File: config.mk
export PLATFORM = sky130hd
export DESIGN_NAME = pin_debounce
export DESIGN_NICKNAME = d
export VERILOG_FILES = /design/src/rtl/pin_pkg.sv /design/src/rtl/debounce_bit.sv /design/src/rtl/pin_debounce.sv
export SDC_FILE = /design/constraint.sdc
export NUM_CORES = 1
export LEC_CHECK = 0
export BUFFER_PORTS_ARGS = -buffer_cell sky130_fd_sc_hd__buf_4
export CAP_MARGIN = 30
export CORE_UTILIZATION = 45
export DETAILED_ROUTE_END_ITERATION = 10
export GPL_ROUTABILITY_DRIVEN = 0
export PLACE_DENSITY = 0.66
export SYNTH_ARGS = -nofsm -noshare
export SYNTH_HDL_FRONTEND = slang
export SYNTH_HIERARCHICAL = 1
export SYNTH_SLANG_ARGS = --single-unit
File: constraint.sdc
create_clock -name clk -period 3.4 [get_ports clk]
set_clock_uncertainty 0.15 [all_clocks]
set_input_delay 0.17 -clock clk [delete_from_list [all_inputs] [get_ports clk]]
set_output_delay 0.17 -clock clk [all_outputs]
set_load 0.01 [all_outputs]
File: src/rtl/pin_pkg.sv
// Shared constants and helpers for the pin input-conditioning stage.
package pin_pkg;

  localparam int SYNC_STAGES_DEF = 2;
  localparam int DEB_CYCLES_SIM  = 4;

  // Counter must hold DEB_CYCLES-1; never narrower than one bit.
  function automatic int deb_cnt_w(input int n);
    return (n <= 2) ? 1 : $clog2(n);
  endfunction

endpackage

File: src/rtl/debounce_bit.sv
// Single-bit synchroniser + debounce counter with registered level and edge pulses.
module debounce_bit
  import pin_pkg::*;
#(
  parameter int SYNC_STAGES = SYNC_STAGES_DEF,
  parameter int DEB_CYCLES  = DEB_CYCLES_SIM
) (
  input  logic clk,
  input  logic rst,
  input  logic pin_in,
  output logic level,
  output logic rise,
  output logic fall,
  output logic flip_nxt
);

  localparam int             CW     = deb_cnt_w(DEB_CYCLES);
  localparam logic [CW-1:0]  CNT_TC = CW'(DEB_CYCLES - 1);

  logic [SYNC_STAGES-1:0] r_sync;
  logic [CW-1:0]          r_cnt;
  logic                   r_level;
  logic                   r_rise;
  logic                   r_fall;
  logic                   w_s;

  assign w_s = r_sync[SYNC_STAGES-1];

  always_ff @(posedge clk or negedge rst) begin
    if (!rst) begin
      r_sync <= '0;
    end else begin
      r_sync <= {r_sync[SYNC_STAGES-2:0], pin_in};
    end
  end

  // Flip happens on the edge where the mismatch has persisted DEB_CYCLES evaluations.
  assign flip_nxt = (w_s != r_level) && (r_cnt == CNT_TC);

  always_ff @(posedge clk or negedge rst) begin
    if (!rst) begin
      r_cnt   <= '0;
      r_level <= 1'b0;
      r_rise  <= 1'b0;
      r_fall  <= 1'b0;
    end else begin
      r_rise <= flip_nxt & w_s;
      r_fall <= flip_nxt & ~w_s;
      if (w_s == r_level) begin
        r_cnt <= '0;
      end else if (flip_nxt) begin
        r_level <= w_s;
        r_cnt   <= '0;
      end else begin
        r_cnt <= r_cnt + 1'b1;
      end
    end
  end

  assign level = r_level;
  assign rise  = r_rise;
  assign fall  = r_fall;

endmodule

File: src/rtl/pin_debounce.sv
// Per-pin synchronise/debounce for one GPIO port, with rise/fall/changed outputs.
// Optional sticky pin-change interrupt compiled in with PIN_IRQ_EN.
module pin_debounce
  import pin_pkg::*;
#(
  parameter int WIDTH       = 8,
  parameter int SYNC_STAGES = SYNC_STAGES_DEF,
  parameter int DEB_CYCLES  = DEB_CYCLES_SIM
) (
  input  logic             clk,
  input  logic             rst,
  input  logic [WIDTH-1:0] pin_in,
  output logic [WIDTH-1:0] pin_out,
  output logic [WIDTH-1:0] rise,
  output logic [WIDTH-1:0] fall,
  output logic             changed
`ifdef PIN_IRQ_EN
  ,
  input  logic [WIDTH-1:0] irq_mask,
  input  logic [WIDTH-1:0] irq_clr,
  output logic             irq
`endif
);

  logic [WIDTH-1:0] w_level;
  logic [WIDTH-1:0] w_rise;
  logic [WIDTH-1:0] w_fall;
  logic [WIDTH-1:0] w_flip;
  logic             r_changed;

  for (genvar g = 0; g < WIDTH; g++) begin : g_bit
    debounce_bit #(
      .SYNC_STAGES(SYNC_STAGES),
      .DEB_CYCLES (DEB_CYCLES)
    ) u_bit (
      .clk     (clk),
      .rst     (rst),
      .pin_in  (pin_in[g]),
      .level   (w_level[g]),
      .rise    (w_rise[g]),
      .fall    (w_fall[g]),
      .flip_nxt(w_flip[g])
    );
  end

  // Built from next-state flips so it lands in the same cycle as the pulses.
  always_ff @(posedge clk or negedge rst) begin
    if (!rst) begin
      r_changed <= 1'b0;
    end else begin
      r_changed <= |w_flip;
    end
  end

  assign pin_out = w_level;
  assign rise    = w_rise;
  assign fall    = w_fall;
  assign changed = r_changed;

`ifdef PIN_IRQ_EN
  logic [WIDTH-1:0] r_pending;
  logic             r_irq;

  // Set wins over clear; masking never drops an already-pending flag.
  always_ff @(posedge clk or negedge rst) begin
    if (!rst) begin
      r_pending <= '0;
      r_irq     <= 1'b0;
    end else begin
      r_pending <= (r_pending & ~irq_clr) | ((w_rise | w_fall) & irq_mask);
      r_irq     <= |r_pending;
    end
  end

  assign irq = r_irq;
`endif

endmodule

==> results of run 1 <==
-- worst register-to-register path, stage by stage (launching register included) --
cell     delay (ns)
dfrtp_1        0.40
ha_1           0.27
and2_2         0.19
nor4_1         0.35
nand2_1        0.09
-- logic make-up after synthesis --
family	Yosys count	share of synthesized area, %
simple gates	51	17.6
compound gates	8	1.98
xor+xnor	8	3.46
fa+ha+maj	8	4.95
buf+inv	8	1.48
flops	57	70.5
-- area by class of cell --
type	instances	area, µm²	area share (%)
clock buffer	12	145	5.62
tap	52	65.1	2.52
multi-input combinational	75	567	21.9
clock inverter	1	5.00	0.194
timing repair buffer	43	345	13.4
sequential	57	1430	55.2
inverter	8	30.0	1.16
-- cell usage after synthesis --
library cell and instances:
and2_2 16, dfrtp_1 57, ha_1 8, inv_1 8, nand2_1 9, nor2_1 8, nor3b_1 8, nor3b_2 8
nor4_1 2, o21ai_0 8, xor2_1 8
-- sequential cells by signal, summed over array words and instances (netlist names) --
signal and flops:
g_bit.u_bit/fall 8, g_bit.u_bit/r_sync 16, changed 1, g_bit.u_bit/level 8, g_bit.u_bit/r_cnt 16, g_bit.u_bit/rise 8
-- power breakdown --
part,switching (mW),internal [mW],total (mW)
Combinational,0.199,0.242,0.442
Clock,0.224,0.271,0.495
Sequential,0.104,0.825,0.929
-- worst max-delay path by stage --
stage,slack [ns],cells past startpoint,to,from
global route,1.76,4,changed$_DFF_PN0_,g_bit[5].u_bit/r_cnt[0]$_DFF_PN0_
CTS,1.82,4,changed$_DFF_PN0_,g_bit[5].u_bit/r_cnt[0]$_DFF_PN0_
detailed placement,1.84,4,changed$_DFF_PN0_,g_bit[5].u_bit/r_cnt[0]$_DFF_PN0_
floorplan,2.03,4,changed$_DFF_PN0_,g_bit[5].u_bit/r_cnt[0]$_DFF_PN0_
finish,1.82,4,changed$_DFF_PN0_,g_bit[5].u_bit/r_cnt[0]$_DFF_PN0_
global placement,1.89,4,changed$_DFF_PN0_,g_bit[5].u_bit/r_cnt[0]$_DFF_PN0_
-- per-layer routing --
metal	GRT usage (%)	share of wire, %	up-vias
met5	0	0	-
met4	7.48	1.7	0
met3	5.26	4.7	6
met2	24.9	51	29
met1	16.8	42	575
li1	-	-	561
-- through the flow --
| stage | hold WS [ns] | instances | area (µm²) |
|---|---|---|---|
| after global routing | 0.204 | 248 | 2580 |
| final | 0.195 | 248 | 2580 |
| after global placement | 0.0973 | 226 | 2340 |
| after detailed placement | 0.114 | 226 | 2340 |
| after CTS | 0.197 | 248 | 2580 |
| after floorplan | -0.276 | 140 | 2020 |
==> run metrics, run 1 <==
synth unique cells=11; WS Path Type=flip-flop to flip-flop; diode count=0; hold path depth=0; CTS Buf Count=9; relative slew slack=a little over half; worst-margin pin slew=0.680 ns; total power divided by cell area=between 700 and 800 mW/mm²; Final Power=roughly 1.9 mW; Reg2Reg Setup Slack=approximately 1.8 ns; initial antenna violation count=0; Worst path max stage delay=0.40 ns; max-cap violations=0; FP Rows=24; Tot GR Track Use=between 10% and 20%; Final Setup Violations=0; most frequent cells in the layout=57 x dfrtp_1, 34 x buf_4, 16 x and2_2; final hold vios=0; delay-heaviest family, CP=simple AND/OR/NAND/NOR gates; DP HPWL=2.13 mm; status=completed; Cell Chain, Critical Path=ha_1 -> and2_2 -> nor4_1 -> nand2_1; Clock transition at path regs=0.06 ns; Iter 0 DRT Violations=between 60 and 70; # port buffers=34; DIE AREA=0.00477 mm²; Die X=69.1 µm; DRC Markers=0; CTS Hold Bufs=9; R2R Path Start=g_bit[5].u_bit/r_cnt[0]$_DFF_PN0_; sequential area share after synthesis=between 70% and 80%; Core Area=0.00432 mm²; RSZ-0062 raised after global routing=no; fin nets=212; Sink Count=57; worst path required time=roughly 3.4 ns; Clk Latency, worst-skew pair=0.32 ns; CP endpoint kind=flip-flop; setup ws final=approximately 1.8 ns; Fillers=348; largest net degree at the start of global routing=58; Bufs and invs on worst path=0; hold_sp=g_bit[1].u_bit/r_sync[0]$_DFF_PN0_; Syn Inst Count=140; top cell type by total area after synthesis=dfrtp_1; Slew Limit Fails=0; Setup Fix Bufs, Post-CTS=0; Mean Syn Cell Area=~14 µm²; leakage power=between 1 and 1.5 nW; Syn Nets=158; Root Driver=clkbuf_8; starting density of the core=46.8%; critical path's slowest cell=dfrtp_1; Routed WL per cell=12.4 µm; clk buf depth=2; worst slack, placed=1.84 ns; post-route clock period utilization=46.3%; fin util=59.8%; setup TNS=0 ns; Area Overhead vs Synth=27.7%; Via density=4.72; Synth Cell Area=0.00202 mm²; Initial DRT Pass Iterations=4; crit path time final=1.58 ns; Max VDD drop=0.334 mV; Synth area leaders=dfrtp_1 71%, and2_2 5.9%, ha_1 4.9%; vias=1171; Syn. warnings=6; final WL=3.08 mm; CTS H-Tree Depth=3; R2R Path End=changed$_DFF_PN0_; R2R cell count=4; io pins=35; most common cell after layout, fill and taps aside=dfrtp_1; worst min-delay path category=flip-flop to flip-flop; Worst Hold Endpoint=g_bit[1].u_bit/r_sync[1]$_DFF_PN0_; top cell type's share of synthesized area=70.5%; max frequency=0.635 GHz; antenna-violating nets left=0; Worst Setup Start Kind=flip-flop; Die Y=69.1 µm; CTS tree=built; #FFs+latches synth=57; share of layout cells above drive strength 1=between 30% and 40%; Worst Path Arrival=1.62 ns; post-cts resize count=0; worst-path maximum fanout=5; GR Overflow Total=0; vias in the first global route=1255; first-pass GRT wire length=5.39 mm
No activity file was read; power rests on OpenSTA's default activity.
==> run 2: changes to the inputs <==
Clock period 3.4 ns to 1.6 ns, I/O delays scaled along.
==> run 2 against run 1 <==
  * Setup slack worse by 1.8 ns
  * Sequential cell count unchanged
  * Global-route usage increased by 0.43 points
  * Die area unchanged
  * Clock-buffer cell count shrank 2
  * Register-to-register slack lost 1.8 ns
  * Sequential share of layout area decreased by 1.9 points
  * Critical endpoint unchanged
  * Largest cell class unchanged
  * Highest routed layer unchanged
==> run metrics, run 2 (synthesis gave the netlist of run 1 again) <==
final hold vios=0; Clk Latency, worst-skew pair=between 0.3 and 0.4 ns; Routed WL per cell=13.0 µm; DRC Markers=0; antenna-violating nets left=0; Final Setup Violations=0; max-cap violations=0; Cell Chain, Critical Path=ha_1 -> and2_2 -> nor4_1 -> nand2_1; CTS Buf Count=9; worst path required time=between 1.5 and 2 ns; Switching Share=26.5%; FP Rows=24; post-route clock period utilization=95.8%; Worst setup startpoint=g_bit[5].u_bit/r_cnt[0]$_DFF_PN0_; Clock transition at path regs=0.06 ns; WS Path Type=flip-flop to flip-flop; most common cell after layout, fill and taps aside=dfrtp_1; Worst path max stage delay=0.40 ns; R2R Path End=changed$_DFF_PN0_; leakage power=1.36 nW; final WL=3.26 mm; setup TNS=0 ns; Root Driver=clkbuf_8; crit path time final=around 1.5 ns; Die X=69.1 µm; CP endpoint kind=flip-flop; top flop regs=g_bit.u_bit/r_cnt (16), g_bit.u_bit/r_sync (16); CTS tree=built; R2R Path Start=g_bit[5].u_bit/r_cnt[0]$_DFF_PN0_; Setup Fix Bufs, Post-CTS=0; Flop pwr share=between 40 and 50%; hold slack=~0.20 ns; max frequency=0.652 GHz; total power divided by cell area=1700 mW/mm²; share of layout cells above drive strength 1=37.2%; Slew Limit Fails=0; Die Y=between 60 and 70 µm; Tot GR Track Use=between 10% and 20%; DIE AREA=0.00477 mm²; DP HPWL=2.16 mm; Max VDD drop=roughly 1.1 mV; Core Area=0.00432 mm²; vias=about 1.2k; RSZ-0062 raised after global routing=no; Initial DRT Pass Iterations=4; starting density of the core=between 40 and 50%; initial antenna violation count=0; io pins=35; Design Area, Final=~0.0027 mm²; Reg2Reg Setup Slack=0.07 ns; worst-margin pin slew=0.693 ns; worst-path maximum fanout=5; Worst Path Arrival=1.59 ns; critical path's slowest cell=dfrtp_1; relative slew slack=between 50% and 60%; clk buf depth=2; CTS H-Tree Depth=3; worst min-delay path category=input pin to asynchronous set/reset pin; Psw=1.20 mW; diode count=0; power share of the clock group=35.0%; most frequent cells in the layout=57 x dfrtp_1, 34 x buf_4, 16 x and2_2; status=completed; Sink Count=57; largest net degree at the start of global routing=58; fin nets=212; cell-internal power=3.34 mW; worst slack, placed=~0.14 ns; first-pass GRT wire length=about 5.5 mm; R2R cell count=4; Post-DP Area=0.00234 mm²; Worst Setup Start Kind=flip-flop; Area Overhead vs Synth=32.3%; setup ws final=0.0669 ns; GR Overflow Total=0; crit path to=changed$_DFF_PN0_; # port buffers=34; Via density=4.76; Iter 0 DRT Violations=46; Comb power frac=21.3%; vias in the first global route=1249
-- run 2: changes by cell type in the layout (fill, tap and decap cells not counted), sizes merged --
cell / before / now
bufinv: 0 / 3
clkbuf: 12 / 10
clkinv: 1 / 3
-- run 2: repair_timing --
item | 4_1_cts | 5_1_grt
resized for setup | 0 | 0
hold buffers | 9 | 0
endpoints found under the hold margin | 65 | 0
-- run 2: metal layers --
| layer | vias to the layer above | track usage (%) | routed length, µm | share of wire [%] |
|---|---|---|---|---|
| met5 | - | 0 | 0 | 0 |
| met4 | 0 | 10.2 | 72 | 2.2 |
| met3 | 8 | 4.53 | 120 | 3.7 |
| met2 | 27 | 25.5 | 1700 | 52 |
| met1 | 597 | 16.9 | 1380 | 42 |
| li1 | 562 | - | - | - |
-- run 2: how the worst min path moves through the flow --
stage,end,slack (ns),depth (start not counted)
global placement,g_bit[2].u_bit/r_sync[1]$_DFF_PN0_,0.008,1
CTS,g_bit[7].u_bit/r_sync[1]$_DFF_PN0_,0.20,0
floorplan,changed$_DFF_PN0_,-0.37,0
global route,g_bit[7].u_bit/r_sync[1]$_DFF_PN0_,0.20,0
finish,g_bit[2].u_bit/rise$_DFF_PN0_,0.20,2
detailed placement,g_bit[2].u_bit/rise$_DFF_PN0_,0.03,1
-- run 2: final cells by class --
class	count	area, µm²
clock buffers	10	138
fillers	351	1650
well taps	52	65.1
clock inverters	6	105
inverters	8	30.0
repair buffers	43	345
flip-flops and latches	57	1430
multi-input cells	75	567
-- run 2: worst max-delay path: cells and delay by family, from the launching register on --
family / cells / cell delay (ns)
fa+ha+maj: 1 / 0.27
flops: 1 / 0.40
simple gates: 3 / 0.59
-- run 2: per-stage QoR --
stage	total power [mW]	cells	utilization [%]
finish	4.54	251	61.9
global route	4.80	251	61.9
CTS	4.60	251	61.9
detailed placement	2.96	226	54.2
global placement	2.87	226	54.2
floorplan	2.54	140	-
-- run 2: power groups by stage --
stage | Clock [mW] | Sequential, mW | Combinational (mW)
finish | 1.59 | 1.98 | 0.968
detailed placement | 0 | 2.01 | 0.950
global route | 1.70 | 2.02 | 1.08
floorplan | 0 | 2.02 | 0.523
global placement | 0 | 1.98 | 0.884
CTS | 1.63 | 1.98 | 0.983
==> run 3: changes to the inputs <==
Settings changed: PLACE_DENSITY 0.66 to 0.69.
==> run 3 against run 2 <==
  * Clock power is 31% lower
  * Global-route usage is 0.44 points lower
  * Die area stayed put
  * Sequential share of layout area is 1.4 points higher
  * Cell count stayed put
  * Register-to-register slack better by 0.03 ns
==> run metrics, run 3 (synthesis gave the netlist of run 1 again) <==
io pins=35; Sink Count=57; Clock transition at path regs=0.06 ns; most common cell after layout, fill and taps aside=dfrtp_1; Core Area=0.00432 mm²; vias in the first global route=1266; WS Path Type=flip-flop to flip-flop; Worst Setup Start Kind=flip-flop; clk buf depth=2; DIE AREA=0.00477 mm²; Root Driver=clkbuf_8; largest net degree at the start of global routing=58; setup ws final=0.0954 ns; initial antenna violation count=0; Cell Chain, Critical Path=ha_1 -> and2_2 -> nor4_2 -> nand2_1; final WL=slightly above 3 mm; Setup Fix Bufs, Post-CTS=0; worst path required time=between 1.5 and 2 ns; Die Y=between 60 and 70 µm; CP endpoint kind=flip-flop; setup TNS=0 ns; diode count=0; Max VDD drop=between 0.6 and 0.7 mV; Area Overhead vs Synth=28.9%; Tot GR Track Use=14.9%; # port buffers=34; final hold vios=0; R2R cell count=4; crit path time final=1.50 ns; Worst path max stage delay=slightly below 0.4 ns; RSZ-0062 raised after global routing=no; critical path's slowest cell=dfrtp_1; CTS H-Tree Depth=3; DRC Markers=0; leakage power=1.33 nW; Slew Limit Fails=0; max frequency=around 0.66 GHz; Worst Path Arrival=approximately 1.6 ns; first-pass GRT wire length=approximately 5.4 mm; antenna-violating nets left=0; DP HPWL=2.09 mm; fin nets=213; CTS tree=built; vias=roughly 1.2k; total power divided by cell area=1540 mW/mm²; GR Overflow Total=0; relative slew slack=54.5%; Via density=4.70; starting density of the core=roughly 47%; CTS Buf Count=9; Die X=69.1 µm; Routed WL per cell=12.2 µm; worst-path maximum fanout=5; Initial DRT Pass Iterations=4; Crit path depth=4; dpl cells=227; post-route clock period utilization=around 94%; Bufs and invs on worst path=0; worst-margin pin slew=slightly below 0.7 ns; worst min-delay path category=input pin to asynchronous set/reset pin; status=completed; delay-heaviest family, CP=simple AND/OR/NAND/NOR gates; most frequent cells in the layout=57 x dfrtp_1, 35 x buf_4, 16 x and2_2; Clk Latency, worst-skew pair=approximately 0.32 ns; max-cap violations=0; worst slack, placed=0.0273 ns; share of layout cells above drive strength 1=37.2%; top flop regs=g_bit.u_bit/r_cnt (16), g_bit.u_bit/r_sync (16); Finished Layout Cells=251; FP Rows=24; Iter 0 DRT Violations=74; Final Setup Violations=0
## run 3: path summary, 6_finish.rpt
| check | startpoint | end | slack [ns] |
|---|---|---|---|
| worst min-delay path | rst | g_bit[2].u_bit/fall$_DFF_PN0_ | 0.20 |
| worst max register to register | g_bit[5].u_bit/r_cnt[0]$_DFF_PN0_ | changed$_DFF_PN0_ | 0.1 |
| max in group asynchronous | rst | g_bit[4].u_bit/fall$_DFF_PN0_ | 0.65 |
| min in group clk | g_bit[4].u_bit/r_sync[0]$_DFF_PN0_ | g_bit[4].u_bit/r_sync[1]$_DFF_PN0_ | 0.20 |
| worst max-delay path | g_bit[5].u_bit/r_cnt[0]$_DFF_PN0_ | changed$_DFF_PN0_ | 0.1 |
| worst min register to register | g_bit[4].u_bit/r_sync[0]$_DFF_PN0_ | g_bit[4].u_bit/r_sync[1]$_DFF_PN0_ | 0.20 |
## run 3: through the flow
stage	power (mW)	utilization, %	hold slack (ns)	instance area, µm²
global placement	2.86	54.4	0.000862	2350
finish	4.02	60.3	0.196	2610
floorplan	2.54	-	-0.366	2020
global route	4.31	60.3	0.206	2610
CTS	4.09	60.2	0.200	2600
detailed placement	2.96	54.4	0.0252	2350
## run 3: layout make-up
cell class	count	area (µm²)
Clock buffer	11	141
Clock inverter	4	20.0
Multi-Input combinational cell	75	573
Inverter	8	30.0
Sequential cell	57	1430
Timing Repair Buffer	44	353
Tap cell	52	65.1
Fill cell	349	1720
## run 3: layer usage
metal	track usage [%]	vias to the layer above	share of wire (%)
met4	9.30	0	2.4
li1	-	566	-
met5	0	-	0
met3	5.56	9	4.3
met2	24.6	29	50
met1	16.0	575	43
## run 3: power breakdown
| part | total, mW | internal [mW] | switching (mW) |
|---|---|---|---|
| combinational | 0.952 | 0.526 | 0.426 |
| sequential | 1.98 | 1.75 | 0.225 |
| clock | 1.09 | 0.583 | 0.506 |
## run 3: timing repair
item                                   4_1_cts  5_1_grt
setup endpoints to repair                    0        1
gates resized for setup                      0        1
hold buffers                                 9        0
endpoints found under the hold margin       65        0
